## src/rtl/puf_pkg.sv

```systemverilog
// ============================================================================
// Module      : puf_pkg
// Description : Shared definitions for the PUF response sampler: FSM state
//               enumeration, default parameter constants and a counter-width
//               helper.
// Revision    : 1.0 - initial release
// ============================================================================
`default_nettype none

package puf_pkg;

    // Sampler control states.
    typedef enum logic [1:0] {
        IDLE   = 2'd0,
        SETTLE = 2'd1,
        SAMPLE = 2'd2,
        DONE   = 2'd3
    } puf_state_t;

    // Default configuration.
    localparam int unsigned C_RESP_W_DEF      = 4;
    localparam int unsigned C_SETTLE_CYC_DEF  = 1000;
    localparam int unsigned C_SAMPLE_DIV_DEF  = 50000;
    localparam int unsigned C_NUM_SAMPLES_DEF = 15;

    // Width of a counter that must hold every value 0..max_val.
    function automatic int unsigned cnt_w(input int unsigned max_val);
        return (max_val < 1) ? 1 : $clog2(max_val + 1);
    endfunction

endpackage

`default_nettype wire

```

## src/rtl/puf_bit_voter.sv

```systemverilog
// ============================================================================
// Module      : puf_bit_voter
// Description : One arbiter bit's ones-counter with majority and
//               non-unanimity decode.
// Ports       : CLK, RST      - clock, asynchronous active-high reset
//               i_clr         - clear the ones-counter (new vote)
//               i_take        - sample strobe
//               i_bit         - synchronized arbiter bit
//               o_majority    - ones > NUM_SAMPLES/2
//               o_unstable    - vote not unanimous (0 unless
//                               PUF_SAMPLER_UNSTABLE_EN is defined)
// Config      : PUF_SAMPLER_UNSTABLE_EN enables the unanimity decode.
// Revision    : 1.0 - initial release
// ============================================================================
`default_nettype none

module puf_bit_voter
    import puf_pkg::*;
#(
    parameter int unsigned NUM_SAMPLES = C_NUM_SAMPLES_DEF
)(
    input  logic CLK,
    input  logic RST,
    input  logic i_clr,
    input  logic i_take,
    input  logic i_bit,
    output logic o_majority,
    output logic o_unstable
);

    localparam int unsigned C_CNT_W = cnt_w(NUM_SAMPLES);

    logic [C_CNT_W-1:0] r_ones;

    // The controller issues at most NUM_SAMPLES strobes per vote, so the
    // counter never exceeds NUM_SAMPLES and cannot wrap.
    always_ff @(posedge CLK or posedge RST) begin
        if (RST) begin
            r_ones <= '0;
        end else if (i_clr) begin
            r_ones <= '0;
        end else if (i_take && i_bit) begin
            r_ones <= r_ones + C_CNT_W'(1);
        end
    end

    assign o_majority = (32'(r_ones) > (NUM_SAMPLES / 2));

`ifdef PUF_SAMPLER_UNSTABLE_EN
    assign o_unstable = (r_ones != '0) && (32'(r_ones) != NUM_SAMPLES);
`else
    assign o_unstable = 1'b0;
`endif

endmodule

`default_nettype wire

```

## src/rtl/puf_response_sampler.sv

```systemverilog
// ============================================================================
// Module      : puf_response_sampler
// Description : Samples RESP_W asynchronous arbiter outputs NUM_SAMPLES times
//               after a settle delay and presents a majority-voted response
//               with a valid/ready handshake.
// Ports       : CLK, RST      - clock, asynchronous active-high reset
//               resp_raw      - raw asynchronous arbiter outputs
//               start         - single-cycle vote request (honoured in IDLE)
//               busy          - vote in progress (SETTLE/SAMPLE)
//               resp_valid    - voted response available (DONE)
//               resp_ready    - consumer accepts the response
//               resp_out      - majority-voted response
//               unstable      - per-bit non-unanimous flag
// Config      : PUF_SAMPLER_UNSTABLE_EN enables the unstable flags; when
//               undefined they are tied to 0.
// Revision    : 1.0 - initial release
// ============================================================================
`default_nettype none

module puf_response_sampler
    import puf_pkg::*;
#(
    parameter int unsigned RESP_W      = C_RESP_W_DEF,
    parameter int unsigned SETTLE_CYC  = C_SETTLE_CYC_DEF,
    parameter int unsigned SAMPLE_DIV  = C_SAMPLE_DIV_DEF,
    parameter int unsigned NUM_SAMPLES = C_NUM_SAMPLES_DEF
)(
    input  logic              CLK,
    input  logic              RST,
    input  logic [RESP_W-1:0] resp_raw,
    input  logic              start,
    output logic              busy,
    output logic              resp_valid,
    input  logic              resp_ready,
    output logic [RESP_W-1:0] resp_out,
    output logic [RESP_W-1:0] unstable
);

    localparam int unsigned C_SET_W = cnt_w(SETTLE_CYC);
    localparam int unsigned C_DIV_W = cnt_w(SAMPLE_DIV);
    localparam int unsigned C_SMP_W = cnt_w(NUM_SAMPLES);

    puf_state_t         r_state;
    puf_state_t         w_state_nxt;

    logic [RESP_W-1:0]  r_sync1;
    logic [RESP_W-1:0]  r_sync2;

    logic [C_SET_W-1:0] r_settle_cnt;
    logic [C_DIV_W-1:0] r_div_cnt;
    logic [C_SMP_W-1:0] r_sample_cnt;

    logic               w_clr;
    logic               w_take;
    logic               w_load;
    logic               w_settle_last;
    logic               w_div_last;
    logic               w_all_taken;

    logic [RESP_W-1:0]  w_majority;
    logic [RESP_W-1:0]  w_unstable;
    logic [RESP_W-1:0]  r_resp_out;
    logic [RESP_W-1:0]  r_unstable;

    // Two-flop synchronizer for the asynchronous arbiter outputs.
    always_ff @(posedge CLK or posedge RST) begin
        if (RST) begin
            r_sync1 <= '0;
            r_sync2 <= '0;
        end else begin
            r_sync1 <= resp_raw;
            r_sync2 <= r_sync1;
        end
    end

    assign w_settle_last = ((32'(r_settle_cnt) + 1) >= SETTLE_CYC);
    assign w_div_last    = (32'(r_div_cnt) == (SAMPLE_DIV - 1));
    assign w_all_taken   = (32'(r_sample_cnt) == NUM_SAMPLES);

    // State register.
    always_ff @(posedge CLK or posedge RST) begin
        if (RST) begin
            r_state <= IDLE;
        end else begin
            r_state <= w_state_nxt;
        end
    end

    // Next-state and control decode. The cycle after the last sample is
    // spent with the counters final; the vote is registered on the way into
    // DONE so resp_out/unstable are glitch-free flops.
    always_comb begin
        w_state_nxt = r_state;
        w_clr       = 1'b0;
        w_take      = 1'b0;
        w_load      = 1'b0;
        case (r_state)
            IDLE: begin
                if (start) begin
                    w_state_nxt = SETTLE;
                    w_clr       = 1'b1;
                end
            end
            SETTLE: begin
                if (w_settle_last) begin
                    w_state_nxt = SAMPLE;
                end
            end
            SAMPLE: begin
                if (w_all_taken) begin
                    w_state_nxt = DONE;
                    w_load      = 1'b1;
                end else if (r_div_cnt == '0) begin
                    w_take = 1'b1;
                end
            end
            DONE: begin
                // start is deliberately not examined here, even when the
                // handshake completes in this cycle.
                if (resp_ready) begin
                    w_state_nxt = IDLE;
                end
            end
            default: begin
                w_state_nxt = IDLE;
            end
        endcase
    end

    // Settle, divider and sample counters.
    always_ff @(posedge CLK or posedge RST) begin
        if (RST) begin
            r_settle_cnt <= '0;
            r_div_cnt    <= '0;
            r_sample_cnt <= '0;
        end else if (w_clr) begin
            r_settle_cnt <= '0;
            r_div_cnt    <= '0;
            r_sample_cnt <= '0;
        end else begin
            if (r_state == SETTLE) begin
                r_settle_cnt <= r_settle_cnt + C_SET_W'(1);
            end
            if ((r_state == SAMPLE) && !w_all_taken) begin
                r_div_cnt <= w_div_last ? '0 : (r_div_cnt + C_DIV_W'(1));
            end
            if (w_take) begin
                r_sample_cnt <= r_sample_cnt + C_SMP_W'(1);
            end
        end
    end

    generate
        for (genvar i = 0; i < RESP_W; i++) begin : g_voter
            puf_bit_voter #(
                .NUM_SAMPLES (NUM_SAMPLES)
            ) u_voter (
                .CLK        (CLK),
                .RST        (RST),
                .i_clr      (w_clr),
                .i_take     (w_take),
                .i_bit      (r_sync2[i]),
                .o_majority (w_majority[i]),
                .o_unstable (w_unstable[i])
            );
        end
    endgenerate

    // Result registers keep the last vote outside DONE.
    always_ff @(posedge CLK or posedge RST) begin
        if (RST) begin
            r_resp_out <= '0;
            r_unstable <= '0;
        end else if (w_load) begin
            r_resp_out <= w_majority;
            r_unstable <= w_unstable;
        end
    end

    assign resp_out   = r_resp_out;
    assign unstable   = r_unstable;
    assign resp_valid = (r_state == DONE);
    assign busy       = (r_state == SETTLE) || (r_state == SAMPLE);

endmodule

`default_nettype wire

```

## config.mk

```make
export PLATFORM = sky130hd
export DESIGN_NAME = puf_response_sampler
export DESIGN_NICKNAME = d
export VERILOG_FILES = /design/src/rtl/puf_pkg.sv /design/src/rtl/puf_bit_voter.sv /design/src/rtl/puf_response_sampler.sv
export SDC_FILE = /design/constraint.sdc
export NUM_CORES = 1
export LEC_CHECK = 0
export CORE_UTILIZATION = 45
export DETAILED_ROUTE_END_ITERATION = 6
export PLACE_DENSITY_LB_ADDON = 0.3
export SETUP_SLACK_MARGIN = 0.5
export SYNTH_ARGS = -nofsm -noshare
export SYNTH_HDL_FRONTEND = slang
export SYNTH_SLANG_ARGS = --single-unit
```

## constraint.sdc

```tcl
create_clock -name CLK -period 2.05 [get_ports CLK]
set_input_delay 0.615 -clock CLK [delete_from_list [all_inputs] [get_ports CLK]]
set_output_delay 0.615 -clock CLK [all_outputs]
set_load 0.03 [all_outputs]
```

==> results.yml <==
detailed_routing:
  drtIter0Drc: 151
  vias: 2495
  post_drt_wl_per_cell_um: 15.4
  ant_nets: 0
  drtPass1Iterations: 4
  vias_per_cell: 5.38
  drcViolationCount: 0
  wl_um: 7150
cts:
  cts_sinks: 60
  cts_buffer_depth: 2
  cts_root_buf: "clkbuf_8"
  cts_buffers: 9
  cts_tree: "done"
  cts.clk_slew.worst_paths_ps: 70
  clk_latency_ps: 340
  htree_levels: 3
final_layout:
  fill_cells: 470
  drive_gt1_share_pct: 39.1
  final_common_cell: "dfrtp_1"
  multi_input_area_um2: 1930
  fin_area_um2: 4510
  fin_nets: 400
  syn_to_final_growth_pct: 43.9
  ff_latch_area_um2: 1510
  diodes: 0
  layout_common_cells: "53 x dfrtp_1, 39 x nor2_1, 37 x buf_4"
  final_core_util_pct: 66.7
placement:
  gp_congestion: 0.784
  hpwl_um: 4070
  port-buffer-count: 13
  place_area_um2: 3700
power_and_ir_drop:
  p_leak_nw: 1.93
  power_density_nw_per_um2: 1110
  peakVddDrop_mv: 0.662
job:
  drv_cap: 0
setup_path:
  critical_path.top_delay_family: "simple AND/OR/NAND/NOR gates"
  crit_chain: "ha_2 -> nand3_4 -> or4_4 -> o211ai_4 -> o22ai_1 -> mux2_2"
  crit_required_ps: 2270
  cp_num_buf_inv: 0
  crit_path_top_delay_cell: "or4_4"
  cp_data_arrival_time_ps: 2090
  startpoint_type: "flip-flop"
  max_stage_delay_ps: 470
  path_class: "reg -> reg"
  cp_max_fo: 5
  end_kind: "flip-flop"
sta:
  finalCriticalPeriod_ps: 1870
  max_freq_mhz: 536
  setup_viol: 0
  skew_ps: 7.26
  setup_tns_ps: 0
  drv_slew: 0
  min_period_over_period_pct: 91.1
  hold_viol: 0
  grt_setup_unrepaired: "yes"
floorplanning:
  initial_utilization_pct: 46.4
  fp-row-count: 30
  die_w_um: 85.4
  die_h_um: 85.4
  design.die.area_um2: 7300
  ios: 18
  core-area_um2: 6760
grt:
  overflow: 0
  grt_usage_pct: 19.0
  grt_max_degree: 31
  antenna_found_initial: 0
  grt_pass1_vias: 2355
  grt_pass1_wl_um: 10800
logic_synthesis:
  synth-seq-area-share_pct: 47.9
  netlist_instances: 311
  ys_warn_count: 0
  syn_area_um2: 3130
  synth_edf_count: 0
  ys_ff_latch: 60
  async_flop_share_pct: 100
  avgSynthCellArea_um2: 10.1
  ys_dominant_reg_cell: "dfrtp_1"
  synthDistinctLibCells: 51
outcome:
  outcome: "complete, no violations"
hold_path:
  hold_path.class: "reg -> reg"
power breakdown:
part | internal, mW | leakage (nW) | switching, mW | total (mW)
clock network | 0.684 | 0.102 | 0.492 | 1.18
logic | 1.14 | 1.05 | 1.15 | 2.29
registers | 1.34 | 0.774 | 0.191 | 1.53
cells in the mapped netlist (2+ instances only):
cell      number  share of area [%]
and3_1         3               0.60
nor4b_1        5                1.4
and2_1         2               0.40
buf_6          2               0.72
o22ai_1        2               0.40
dfrtp_1       60                 48
o41ai_1        2               0.56
inv_1         19                2.3
nor4_1         9                1.8
nor4_2         2               0.80
xor2_1         4                1.1
mux2_2         5                1.8
nand3_1       13                2.1
nor2_1        41                4.9
or3_1          2               0.40
o211ai_1       2               0.48
xnor2_1       28                7.8
nor3_1        13                2.1
mux2i_1        6                1.9
a21oi_1        7                1.1
o21ai_0        6               0.96
buf_4          4               0.96
or3_2          2               0.48
ha_1          13                5.2
nand2_1       18                2.2
nor2b_1        2               0.40
nand4_1        7                1.4
clkbuf_1       9                1.1
cell type report:
cell class	count	share of cell area, %
well taps	80	2.22
inverters	19	1.72
clock inverters	6	1.97
multi-input cells	220	42.8
repair buffers	69	14.9
flip-flops and latches	60	33.5
clock buffers	10	2.83
routing by layer:
metal / vias to the layer above / part of all wire [%] / wire (um) / GRT usage, %
met4: 0 / 1.5 / 108 / 5.76
met2: 52 / 51 / 3670 / 31.1
met1: 1218 / 44 / 3120 / 24.4
met5: - / 0 / 0 / 0
met3: 13 / 3.6 / 255 / 5.74
li1: 1212 / - / - / -
metrics by stage:
step | total power [mW] | worst slack [ps] | std cells | hold slack [ps]
6_report | 4.99 | 183 | 464 | 352
3_5_place_dp | 3.07 | -96.3 | 407 | 336
5_1_grt | 5.26 | 106 | 464 | 378
4_1_cts | 4.43 | 201 | 434 | 357
3_3_place_gp | 3.04 | -54.2 | 407 | 332
2_1_floorplan | 2.68 | 194 | 314 | 331
sequential cells by signal, indices dropped and copies added, names as in the netlist:
register,flops
resp_out,4
r_sync1,4
r_state,2
r_sample_cnt,4
r_div_cnt,16
g_voter.u_voter.r_ones,16
r_settle_cnt,10
r_sync2,4
timing repair:
action                                  4_1_cts  5_1_grt
gates resized for setup                      55       38
pin swaps                                    14       32
buffers inserted                             11       27
gates cloned                                  0        3
endpoints found under the setup margin       58       53
hold buffers                                  0        0
path summary, 6_finish.rpt:
kind                         startpoint  depth (start not counted)  slack (ps)                           end
setup / recovery           r_div_cnt[0]                          6         180                 r_div_cnt[15]
hold / removal               r_sync1[0]                          0         350                    r_sync2[0]
hold reg to reg              r_sync1[0]                          0         350                    r_sync2[0]
setup reg to reg           r_div_cnt[0]                          6         180                 r_div_cnt[15]
min in group asynchronous           RST                          2         640  g_voter[3].u_voter.r_ones[2]
max in group asynchronous           RST                          3         950                    r_sync2[2]
cells by family after synthesis:
family	synth area share, %
compound gates	7.11
xor+xnor	8.95
fa+ha+maj	5.19
buf+inv	5.19
flops	47.9
mux	3.72
other cells	0.120
simple gates	21.8
Power figures use the tool's default switching activity.
